[src/rtl/pwm_meter_pkg.sv]
// pwm_meter_pkg: shared FSM state type, default width and saturation helper for pulse_width_meter
package pwm_meter_pkg;
  typedef enum logic [1:0] {IDLE, ARMED, MEASURE, HOLD} state_t;
  localparam int DEF_WIDTH = 6;
  function automatic int max_count(input int w);
    return (1 << w) - 1;
  endfunction
  localparam int MAX_COUNT = max_count(DEF_WIDTH);
endpackage

[src/rtl/pulse_width_meter_sig_sync.sv]
// sig_sync: SYNC_STAGES-flop synchroniser for sig_in giving s plus one-cycle rise/fall strobes, async active-low rst
module sig_sync
  import pwm_meter_pkg::*;
#(
  parameter int SYNC_STAGES = 2
) (
  input  logic clk,
  input  logic rst,
  input  logic sig_in,
  output logic s,
  output logic rise,
  output logic fall
);
  logic [SYNC_STAGES-1:0] r_sync;
  logic                   r_prev;
  always_ff @(posedge clk or negedge rst) begin
    if (!rst) begin
      r_sync <= '0;
      r_prev <= 1'b0;
    end else begin
      r_sync <= {r_sync[SYNC_STAGES-2:0], sig_in};
      r_prev <= r_sync[SYNC_STAGES-1];
    end
  end
  assign s    = r_sync[SYNC_STAGES-1];
  assign rise = s & ~r_prev;
  assign fall = ~s & r_prev;
endmodule

[src/rtl/pulse_width_meter.sv]
// pulse_width_meter: counts sig_in high time in clk cycles (saturating, ovf flag), result via width/ovf/res_valid/res_ready, missed strobes pulses dropped while a result is pending
module pulse_width_meter
  import pwm_meter_pkg::*;
#(
  parameter int WIDTH       = DEF_WIDTH,
  parameter int SYNC_STAGES = 2
) (
  input  logic             clk,
  input  logic             rst,
  input  logic             en,
  input  logic             sig_in,
  output logic [WIDTH-1:0] width,
  output logic             ovf,
  output logic             res_valid,
  input  logic             res_ready,
  output logic             missed
);
  localparam logic [WIDTH-1:0] L_MAX = WIDTH'(max_count(WIDTH));
  logic             w_s, w_rise, w_fall;
  state_t           r_state, w_state_nx;
  logic [WIDTH-1:0] r_cnt, w_cnt_nx, r_width, w_width_nx;
  logic             r_lat, w_lat_nx, r_ovf, w_ovf_nx, r_valid, w_valid_nx, r_missed, w_missed_nx;
  sig_sync #(.SYNC_STAGES(SYNC_STAGES)) u_sync (
    .clk    (clk),
    .rst    (rst),
    .sig_in (sig_in),
    .s      (w_s),
    .rise   (w_rise),
    .fall   (w_fall)
  );
  always_ff @(posedge clk or negedge rst) begin
    if (!rst) begin
      r_state  <= IDLE;
      r_cnt    <= '0;
      r_lat    <= 1'b0;
      r_width  <= '0;
      r_ovf    <= 1'b0;
      r_valid  <= 1'b0;
      r_missed <= 1'b0;
    end else begin
      r_state  <= w_state_nx;
      r_cnt    <= w_cnt_nx;
      r_lat    <= w_lat_nx;
      r_width  <= w_width_nx;
      r_ovf    <= w_ovf_nx;
      r_valid  <= w_valid_nx;
      r_missed <= w_missed_nx;
    end
  end
  always_comb begin
    w_state_nx  = r_state;
    w_cnt_nx    = r_cnt;
    w_lat_nx    = r_lat;
    w_width_nx  = r_width;
    w_ovf_nx    = r_ovf;
    w_valid_nx  = r_valid;
    w_missed_nx = 1'b0;
    case (r_state)
      IDLE: w_state_nx = (en && !w_s) ? ARMED : IDLE;
      ARMED: begin
        if (!en) begin
          w_state_nx = IDLE;
        end else if (w_rise) begin
          w_state_nx = MEASURE;
          w_cnt_nx   = WIDTH'(1);
          w_lat_nx   = 1'b0;
        end
      end
      MEASURE: begin
        if (!en) begin
          w_state_nx = IDLE;
          w_cnt_nx   = '0;
          w_lat_nx   = 1'b0;
        end else if (w_s) begin
          w_lat_nx = r_lat | (r_cnt == L_MAX);
          w_cnt_nx = (r_cnt == L_MAX) ? r_cnt : r_cnt + WIDTH'(1);
        end else if (w_fall) begin
          w_state_nx = HOLD;
          w_width_nx = r_cnt;
          w_ovf_nx   = r_lat;
          w_valid_nx = 1'b1;
          w_cnt_nx   = '0;
        end
      end
      HOLD: begin
        w_missed_nx = w_rise;
        if (res_ready) begin
          w_valid_nx = 1'b0;
          w_lat_nx   = 1'b0;
          w_state_nx = (en && !w_s) ? ARMED : IDLE;
        end
      end
      default: w_state_nx = IDLE;
    endcase
  end
  assign width     = r_width;
  assign ovf       = r_ovf;
  assign res_valid = r_valid;
  assign missed    = r_missed;
endmodule

[config.mk]
export PLATFORM = sky130hd
export DESIGN_NAME = pulse_width_meter
export DESIGN_NICKNAME = d
export VERILOG_FILES = /design/src/rtl/pwm_meter_pkg.sv /design/src/rtl/pulse_width_meter_sig_sync.sv /design/src/rtl/pulse_width_meter.sv
export SDC_FILE = /design/constraint.sdc
export NUM_CORES = 1
export LEC_CHECK = 0
export BUFFER_PORTS_ARGS = -buffer_cell sky130_fd_sc_hd__buf_2
export CORE_ASPECT_RATIO = 0.7
export CORE_UTILIZATION = 45
export DETAILED_ROUTE_END_ITERATION = 8
export GPL_TIMING_DRIVEN = 0
export HOLD_SLACK_MARGIN = 0.15
export PLACE_DENSITY_LB_ADDON = 0.15
export SYNTH_ARGS = -nofsm -noshare
export SYNTH_HDL_FRONTEND = slang
export SYNTH_SLANG_ARGS = --single-unit
[constraint.sdc]
create_clock -name clk -period 2.31 [get_ports clk]
set_input_delay 0.3465 -clock clk [delete_from_list [all_inputs] [get_ports clk]]
set_output_delay 0.3465 -clock clk [all_outputs]
set_load 0.005 [all_outputs]
==> results of run 1 <==
[flip-flops by register name (all words and copies together), names as in the netlist]
register,flops
u_sync.r_prev,1
r_lat,1
ovf,1
r_cnt,6
res_valid,1
u_sync.r_sync,2
width,6
r_state,2
missed,1
[synthesized netlist by cell type]
library cell	n
nand2_1	11
o22ai_1	2
o21ai_0	6
nand4_1	1
nor3_1	2
inv_1	6
ha_1	5
nand2_2	1
nand3_1	7
o21ai_2	1
or2_1	1
a32o_1	2
o2bb2ai_1	1
and3_2	1
a21oi_1	5
mux2i_1	1
buf_2	2
a221oi_2	1
nor2b_1	1
dfrtp_1	21
clkbuf_1	1
a21o_1	1
o21a_1	1
mux2_2	6
inv_2	1
or2_4	1
buf_6	1
o211ai_1	1
o221ai_1	1
nor2_1	5
o31ai_1	2
nand2b_1	3
[worst max-delay path, delay by kind of cell (launching register included)]
kind / cells / cell delay (ns)
mux: 1 / 0.29
simple gates: 2 / 0.31
buf+inv: 3 / 0.49
flops: 1 / 0.44
fa+ha+maj: 1 / 0.17
[power breakdown]
part / total [W] / internal (W) / switching, W
clock: 0.000172 / 0.0000646 / 0.000107
combinational: 0.0000800 / 0.0000346 / 0.0000454
sequential: 0.000399 / 0.000384 / 0.0000153
[metrics by stage]
stage / instance area (um^2) / total power, W / hold slack [ns] / cells
detailed placement: 1150 / 0.000485 / 0.328 / 147
finish: 1200 / 0.000651 / 0.354 / 153
floorplan: 1050 / 0.000455 / 0.0509 / 102
CTS: 1200 / 0.000660 / 0.348 / 153
global route: 1200 / 0.000695 / 0.363 / 153
global placement: 1150 / 0.000483 / 0.325 / 147
[worst max-delay path by stage]
stage | slack [ns] | cells after the start | end | start
finish | 0.51 | 7 | width[2] | r_state[0]
global route | 0.39 | 8 | res_valid | r_state[0]
CTS | 0.49 | 7 | width[2] | r_state[0]
detailed placement | 0.51 | 7 | width[2] | r_state[0]
global placement | 0.58 | 7 | width[0] | r_state[0]
floorplan | 0.70 | 7 | ovf | r_state[0]
[cell families after synthesis]
kind of cell / count (synthesis) / synth area share (%)
muxes: 7 / 7.40
adders and majority gates: 5 / 5.97
buffers and inverters: 11 / 4.89
and+or+nand+nor: 34 / 15.8
AOI/OAI and AO/OA: 24 / 15.9
DFF: 21 / 50.1
[per-layer routing]
layer,share of wire [%],routed length (um)
met1,51,933
met2,44,799
met3,4.1,74
met4,1.0,19
met5,0,0
[area by class of cell]
type,count,area (um^2),share of cell area [%]
clock inverters,1,5.00,0.417
clock buffers,3,22.5,1.88
repair buffers,15,85.1,7.08
flip-flops and latches,21,526,43.8
inverters,7,26.3,2.19
well taps,32,40.0,3.33
multi-input cells,70,472,39.3
plain buffers,4,25.0,2.08
==> reports/qor.yml, run 1 <==
power_and_ir_drop:
  cellLeakagePower_nw: 0.569
  ir_worst_vdd_mv: 0.365
  powerDensity_nw_per_um2: 542
placement:
  port_buffers: 13
  dp_hpwl_mm: 1.38
  dp_slack_ns: 0.509
  gp_congestion: 0.786
logic_synthesis:
  synthesis.instances: 102
  yosysTopAreaCell: "dfrtp_1"
  synthTopCellsByArea: "dfrtp_1 (50%), mux2_2 (6.4%), ha_1 (6.0%)"
  syn_area_um2: 1050
  yosysTopAreaCellShare_pct: 50.1
  synth_area_per_cell_um2: 10.3
  ys_seq_elements: 21
  ys_seq_area_share_pct: 50.1
  yosys_warnings: 0
  synth.distinct_cells: 32
  synth_fp_nets: 112
final_layout:
  final_nets: 132
  diodes: 0
  final_cell_mix: "dfrtp_1 (21), buf_2 (15), nand2_1 (11), nand3_1 (7)"
  fill_cells: 204
  drive_gt1_share_pct: 26.4
  final_common_cell: "dfrtp_1"
  area_growth_pct: 14.6
  utilization_pct: 55.3
clock_tree:
  cts-root-buf: "clkbuf_4"
  cts_sinks: 21
  ctsResizeCount: 0
  insertion_delay_ns: 0.30
  htreeDepth: 1
  path_clk_slew_ns: 0.11
  post-cts-setup-buffers: 0
  numCtsBuffers: 3
  postCtsHoldBufs: 2
  tritoncts: "built"
  max-clock-path-buffers: 2
sta:
  tightest_slew_ns: 0.455
  setup_viol: 0
  slew_headroom_pct: 69.6
  finClkSkew_ns: 0.00457
  min_period_ns: 1.80
  final_max_slew_viol_count: 0
  fin_tns_setup_ns: 0
  fmax_mhz: 556
  fin_crit_sh_pct: 77.9
  finalWorstSetupSlack_ns: 0.510
  rsz0062_at_grt: "no"
  hold_viol: 0
critical_path:
  critPathLaunchType: "flip-flop"
  worstSetupPathType: "reg -> reg"
  reg2reg_to: "width[2]"
  ff2ff_setup_slack_ns: 0.51
  arrival_ns: 2.00
  cp-end-kind: "flip-flop"
  crit_chain: "inv_1 > ha_1 > buf_2 > nand2_1 > or2_1 > buf_2 > mux2_2"
  crit_required_ns: 2.51
  path_max_fanout: 10
  timing.rr.start: "r_state[0]"
  slowest_stage: "dfrtp_1"
  path_common_cell: "buf_2"
  critPathMaxStageDelay_ns: 0.44
  reg2regPathDepth: 7
grt:
  grt_max_degree: 22
  grtUsageTotal_pct: 18.1
  antenna_found_initial: 0
  met3_usage_pct: 6.48
  grtUsageMet2_pct: 28.7
  grt.overflow.total: 0
  grt_pass1_wl_mm: 3.30
  grt-busiest-layer: "met2"
  grt_pass1_vias: 772
  met1_usage_pct: 22.9
job:
  max_cap_violations: 0
route:
  ant_nets: 0
  via_count: 777
  drt_iter0_drc: 24
  wl_per_cell_um: 11.9
  viasPerCell: 5.08
  dr.pass1.iters: 5
  drc: 0
  routed_wirelength_mm: 1.83
floorplan:
  start_util_pct: 48.3
  die_y_um: 42.4
  io_pins: 14
  die_width_um: 59.7
  die_area_um2: 2530
  fp-row-count: 14
  core_um2: 2170
hold_path:
  hold_end: "r_state[1]"
  hold_class: "in -> reg"
  hp-start: "en"
  hold_depth: 3
status:
  status: "complete, no violations"
Note: power is estimated with default switching activity, not from simulation.
==> inputs of run 2 (changes only) <==
- clock period: 2.31 -> 1.6 ns (I/O delays scaled with it)
==> run 2 against run 1 <==
Compared with the run above:
- the run now ends with setup timing left
- fmax increased by 11%
- non-clock buffer count is 6 higher
- power is 56% higher
- sequential share of layout area fell by 4.0 points
- global-route usage is 1.6 points higher
- sequential power increased by 45%
- worst hold slack worse by 0.089 ns
- clock-buffer cell count did not move
- worst setup slack worse by 0.54 ns
- critical path type unchanged
- largest power group unchanged
==> reports/qor.yml, run 2 (synthesized netlist as in run 1, its figures left out) <==
sta:
  slew_headroom_pct: 69.0
  whs_ns: 0.264
  min_period_ns: 1.63
  final_max_slew_viol_count: 0
  tightest_slew_ns: 0.465
  hold_viol: 0
  finClkSkew_ns: 0.00468
  setup_viol: 9
  fin_crit_sh_pct: 102
  rsz0062_at_grt: "yes"
  fmax_mhz: 614
  finalWorstSetupSlack_ns: -0.0281
final_layout:
  final_nets: 138
  diodes: 0
  regArea_um2: 527
  final_common_cell: "dfrtp_1"
  design_area_um2: 1330
  final_cell_mix: "dfrtp_1 (20), buf_2 (13), nand2_1 (11)"
  drive_gt1_share_pct: 37.8
  multiInputGateArea_um2: 529
  fill_cells: 189
  utilization_pct: 61.0
  area_growth_pct: 26.4
critical_path:
  cp-end-kind: "flip-flop"
  ff2ff_setup_slack_ns: -0.03
  path_max_fanout: 5
  arrival_ns: 1.83
  critPathLaunchType: "flip-flop"
  crit_required_ns: 1.80
  worstSetupPathType: "reg -> reg"
grt:
  antenna_found_initial: 0
  grt_pass1_wl_mm: 3.57
  grt_pass1_vias: 795
  grt.overflow.total: 0
  grtUsageTotal_pct: 19.6
  grt_max_degree: 22
route:
  viasPerCell: 5.27
  dr.pass1.iters: 5
  drc: 0
  routed_wirelength_mm: 2.22
  via_count: 838
  wl_per_cell_um: 14.0
  ant_nets: 0
  drt_iter0_drc: 23
power_and_ir_drop:
  ir_worst_vdd_mv: 0.458
  powerDensity_nw_per_um2: 764
  cellLeakagePower_nw: 0.610
placement:
  place_area_um2: 1160
  dp_hpwl_mm: 1.39
  port_buffers: 13
  gp_congestion: 0.820
floorplan:
  core_um2: 2170
  io_pins: 14
  start_util_pct: 48.3
  fp-row-count: 14
  die_width_um: 59.7
  die_area_um2: 2530
  die_y_um: 42.4
clock_tree:
  cts-root-buf: "clkbuf_4"
  max-clock-path-buffers: 2
  cts_sinks: 21
  tritoncts: "built"
  htreeDepth: 1
  insertion_delay_ns: 0.30
  path_clk_slew_ns: 0.11
  numCtsBuffers: 3
status:
  violations: "setup timing"
  status: "finished with violations"
hold_path:
  hold_class: "in -> reg"
job:
  max_cap_violations: 0
==> run 2: cell count changes in the layout (fill, tap and decap cells not counted), moves of 2 or more <==
cell	change
buf_4	+6
o21ai_1	+2
buf_2	-2
ha_4	+3
buf_6	+3
ha_1	-3
o21ai_0	-2
==> run 2: cell type report <==
| cell class | count | area share [%] |
|---|---|---|
| Buffer | 3 | 2.55 |
| Clock buffer | 3 | 1.70 |
| Clock inverter | 1 | 0.378 |
| Inverter | 7 | 1.98 |
| Multi-Input combinational cell | 70 | 39.9 |
| Sequential cell | 21 | 39.8 |
| Tap cell | 32 | 3.02 |
| Timing Repair Buffer | 22 | 10.7 |
==> run 2: worst max-delay path: stages, from the launching register on <==
cell      delay, ns
dfrtp_1        0.42
ha_4           0.16
nand4_1        0.18
o221ai_2       0.25
o21ai_2        0.12
buf_6          0.15
a32o_1         0.25
==> run 2: final timing paths <==
check | endpoint | cells past startpoint | start
min in group asynchronous | width[1] | 2 | rst
setup / recovery | r_cnt[5] | 6 | r_cnt[0]
setup reg to reg | r_cnt[5] | 6 | r_cnt[0]
max in group asynchronous | r_state[1] | 2 | rst
hold / removal | r_lat | 3 | en
hold reg to reg | u_sync.r_sync[1] | 0 | u_sync.r_sync[0]
==> run 2: metrics by stage <==
stage	setup WS (ns)	instances	power [W]	setup TNS [ns]
finish	-0.0281	159	0.00101	-0.112
global route	-0.106	159	0.00107	-0.919
floorplan	0.0230	102	0.000657	0
global placement	-0.0827	147	0.000698	-0.741
CTS	0.00725	157	0.000989	0
detailed placement	-0.119	147	0.000703	-1.07
==> run 2: timing repair <==
item | in CTS | in global routing
hold buffers | 2 | 0
hold endpoints to repair | 22 | 0
setup endpoints to repair | 13 | 15
pin swaps | 1 | 4
cloned | 1 | 0
gates resized for setup | 11 | 8
setup buffers | 4 | 2
==> run 2: power breakdown <==
group          internal [W]  switching (W)
clock             0.0000933       0.000154
combinational     0.0000935      0.0000929
sequential         0.000554      0.0000243
==> run 2: layer usage <==
metal | share of wire (%) | up-vias | GRT usage (%) | wire, um
li1 | - | 411 | - | -
met1 | 47 | 393 | 27.1 | 1050
met2 | 47 | 28 | 30.2 | 1040
met3 | 4.2 | 6 | 5.56 | 94
met4 | 1.7 | 0 | 5.12 | 38
met5 | 0 | - | 0 | 0
==> inputs of run 3 (changes only) <==
- BUFFER_PORTS_ARGS: -buffer_cell sky130_fd_sc_hd__buf_2 -> -buffer_cell sky130_fd_sc_hd__buf_4
==> run 3 against run 2 <==
Compared with the run above:
- the run still ends with setup timing left
- design area is 6.3% higher
- combinational power hardly changed
- non-clock buffer count is 4 higher
- register-to-register slack hardly changed
- clock skew is 0.0088 ns higher
- highest routed layer is now met3
- critical path depth stayed put
- sequential share of layout area is 2.5 points lower
==> reports/qor.yml, run 3 (synthesized netlist as in run 1, its figures left out) <==
sta:
  setup_viol: 3
  fin_crit_sh_pct: 101
  fmax_mhz: 619
  tightest_slew_ns: 0.275
  rsz0062_at_grt: "yes"
  final_max_slew_viol_count: 0
  hold_viol: 0
  finClkSkew_ns: 0.0134
  slew_headroom_pct: 81.7
  finalWorstSetupSlack_ns: -0.0163
  min_period_ns: 1.62
final_layout:
  multiInputGateArea_um2: 554
  design_area_um2: 1410
  final_common_cell: "buf_4"
  area_growth_pct: 34.4
  fill_cells: 187
  drive_gt1_share_pct: 43.5
  final_cell_mix: "buf_4 (22), dfrtp_1 (21), nand2_1 (11)"
  regArea_um2: 526
  diodes: 0
  final_nets: 142
clock_tree:
  numCtsBuffers: 3
  path_clk_slew_ns: 0.13
  cts_sinks: 21
  cts-root-buf: "clkbuf_4"
  htreeDepth: 1
  max-clock-path-buffers: 2
  insertion_delay_ns: 0.31
  tritoncts: "built"
floorplan:
  die_y_um: 42.4
  die_area_um2: 2530
  start_util_pct: 48.3
  core_um2: 2170
  fp-row-count: 14
  die_width_um: 59.7
  io_pins: 14
hold_path:
  hold_depth: 3
  hold_end: "r_lat"
  hp-start: "en"
  hold_class: "in -> reg"
critical_path:
  path_max_fanout: 5
  timing.rr.start: "r_cnt[1]"
  worstSetupPathType: "reg -> reg"
  arrival_ns: 1.83
  critPathLaunchType: "flip-flop"
  cp-end-kind: "flip-flop"
  crit_required_ns: 1.82
  reg2reg_to: "r_cnt[3]"
  ff2ff_setup_slack_ns: -0.02
  reg2regPathDepth: 6
placement:
  place_area_um2: 1190
  gp_congestion: 0.829
  dp_hpwl_mm: 1.44
  port_buffers: 13
  dp_slack_ns: -0.112
grt:
  grt_pass1_wl_mm: 3.45
  antenna_found_initial: 0
  grt.overflow.total: 0
  grt_pass1_vias: 767
  grt_max_degree: 22
  grtUsageTotal_pct: 19.0
route:
  ant_nets: 0
  dr.pass1.iters: 4
  drt_iter0_drc: 36
  via_count: 871
  drc: 0
  wl_per_cell_um: 14.4
  routed_wirelength_mm: 2.35
  viasPerCell: 5.34
power_and_ir_drop:
  cellLeakagePower_nw: 0.641
  ir_worst_vdd_mv: 0.492
  powerDensity_nw_per_um2: 729
job:
  max_cap_violations: 0
status:
  status: "finished with violations"
  violations: "setup timing"
run 3: critical path, stage by stage (launching register included):
cell	delay [ns]
dfrtp_1	0.43
ha_4	0.17
nand4_1	0.17
o221ai_2	0.22
o21ai_2	0.12
buf_2	0.16
a32o_1	0.25
run 3: repair_timing:
item,in CTS,in global routing
pin swaps,4,6
hold buffers,2,0
setup endpoints to repair,13,15
cloned,1,1
setup buffers,7,2
resized for setup,11,11
endpoints found under the hold margin,22,0
run 3: layout make-up:
type	count	area share, %
Buffer	3	2.40
Clock buffer	3	1.60
Clock inverter	1	0.355
Inverter	7	1.87
Multi-Input combinational cell	70	39.3
Sequential cell	21	37.3
Tap cell	32	2.84
Timing Repair Buffer	26	14.3
run 3: how the worst max path moves through the flow:
stage / to / slack (ns) / start
finish: r_cnt[3] / -0.02 / r_cnt[1]
CTS: r_cnt[4] / -0.002 / r_state[0]
floorplan: ovf / 0.02 / r_state[0]
detailed placement: width[4] / -0.11 / r_state[0]
global route: r_cnt[4] / -0.09 / r_state[1]
global placement: width[0] / -0.08 / r_state[0]
run 3: per-stage QoR:
step	power (W)	setup TNS (ns)	util, %	instances	hold WS [ns]
CTS	0.000989	-0.00213	61.5	160	0.235
detailed placement	0.000708	-1.09	54.7	147	0.136
global placement	0.000704	-0.677	54.7	147	0.135
global route	0.00107	-0.404	64.9	163	0.245
finish	0.00103	-0.0469	64.9	163	0.241
floorplan	0.000657	0	-	102	-0.0556
run 3: layer usage:
metal  part of all wire [%]  vias up  track usage (%)
met5                      0        -                0
met4                      0        0             3.26
met2                     49       30             29.8
met1                     46      424             25.9
li1                       -      417                -
met3                    5.4        0             6.48
run 3: where the power goes:
part | total (W) | internal [W] | switching, W
combinational | 0.000188 | 0.0000960 | 0.0000922
sequential | 0.000578 | 0.000554 | 0.0000235
clock | 0.000261 | 0.0000935 | 0.000168
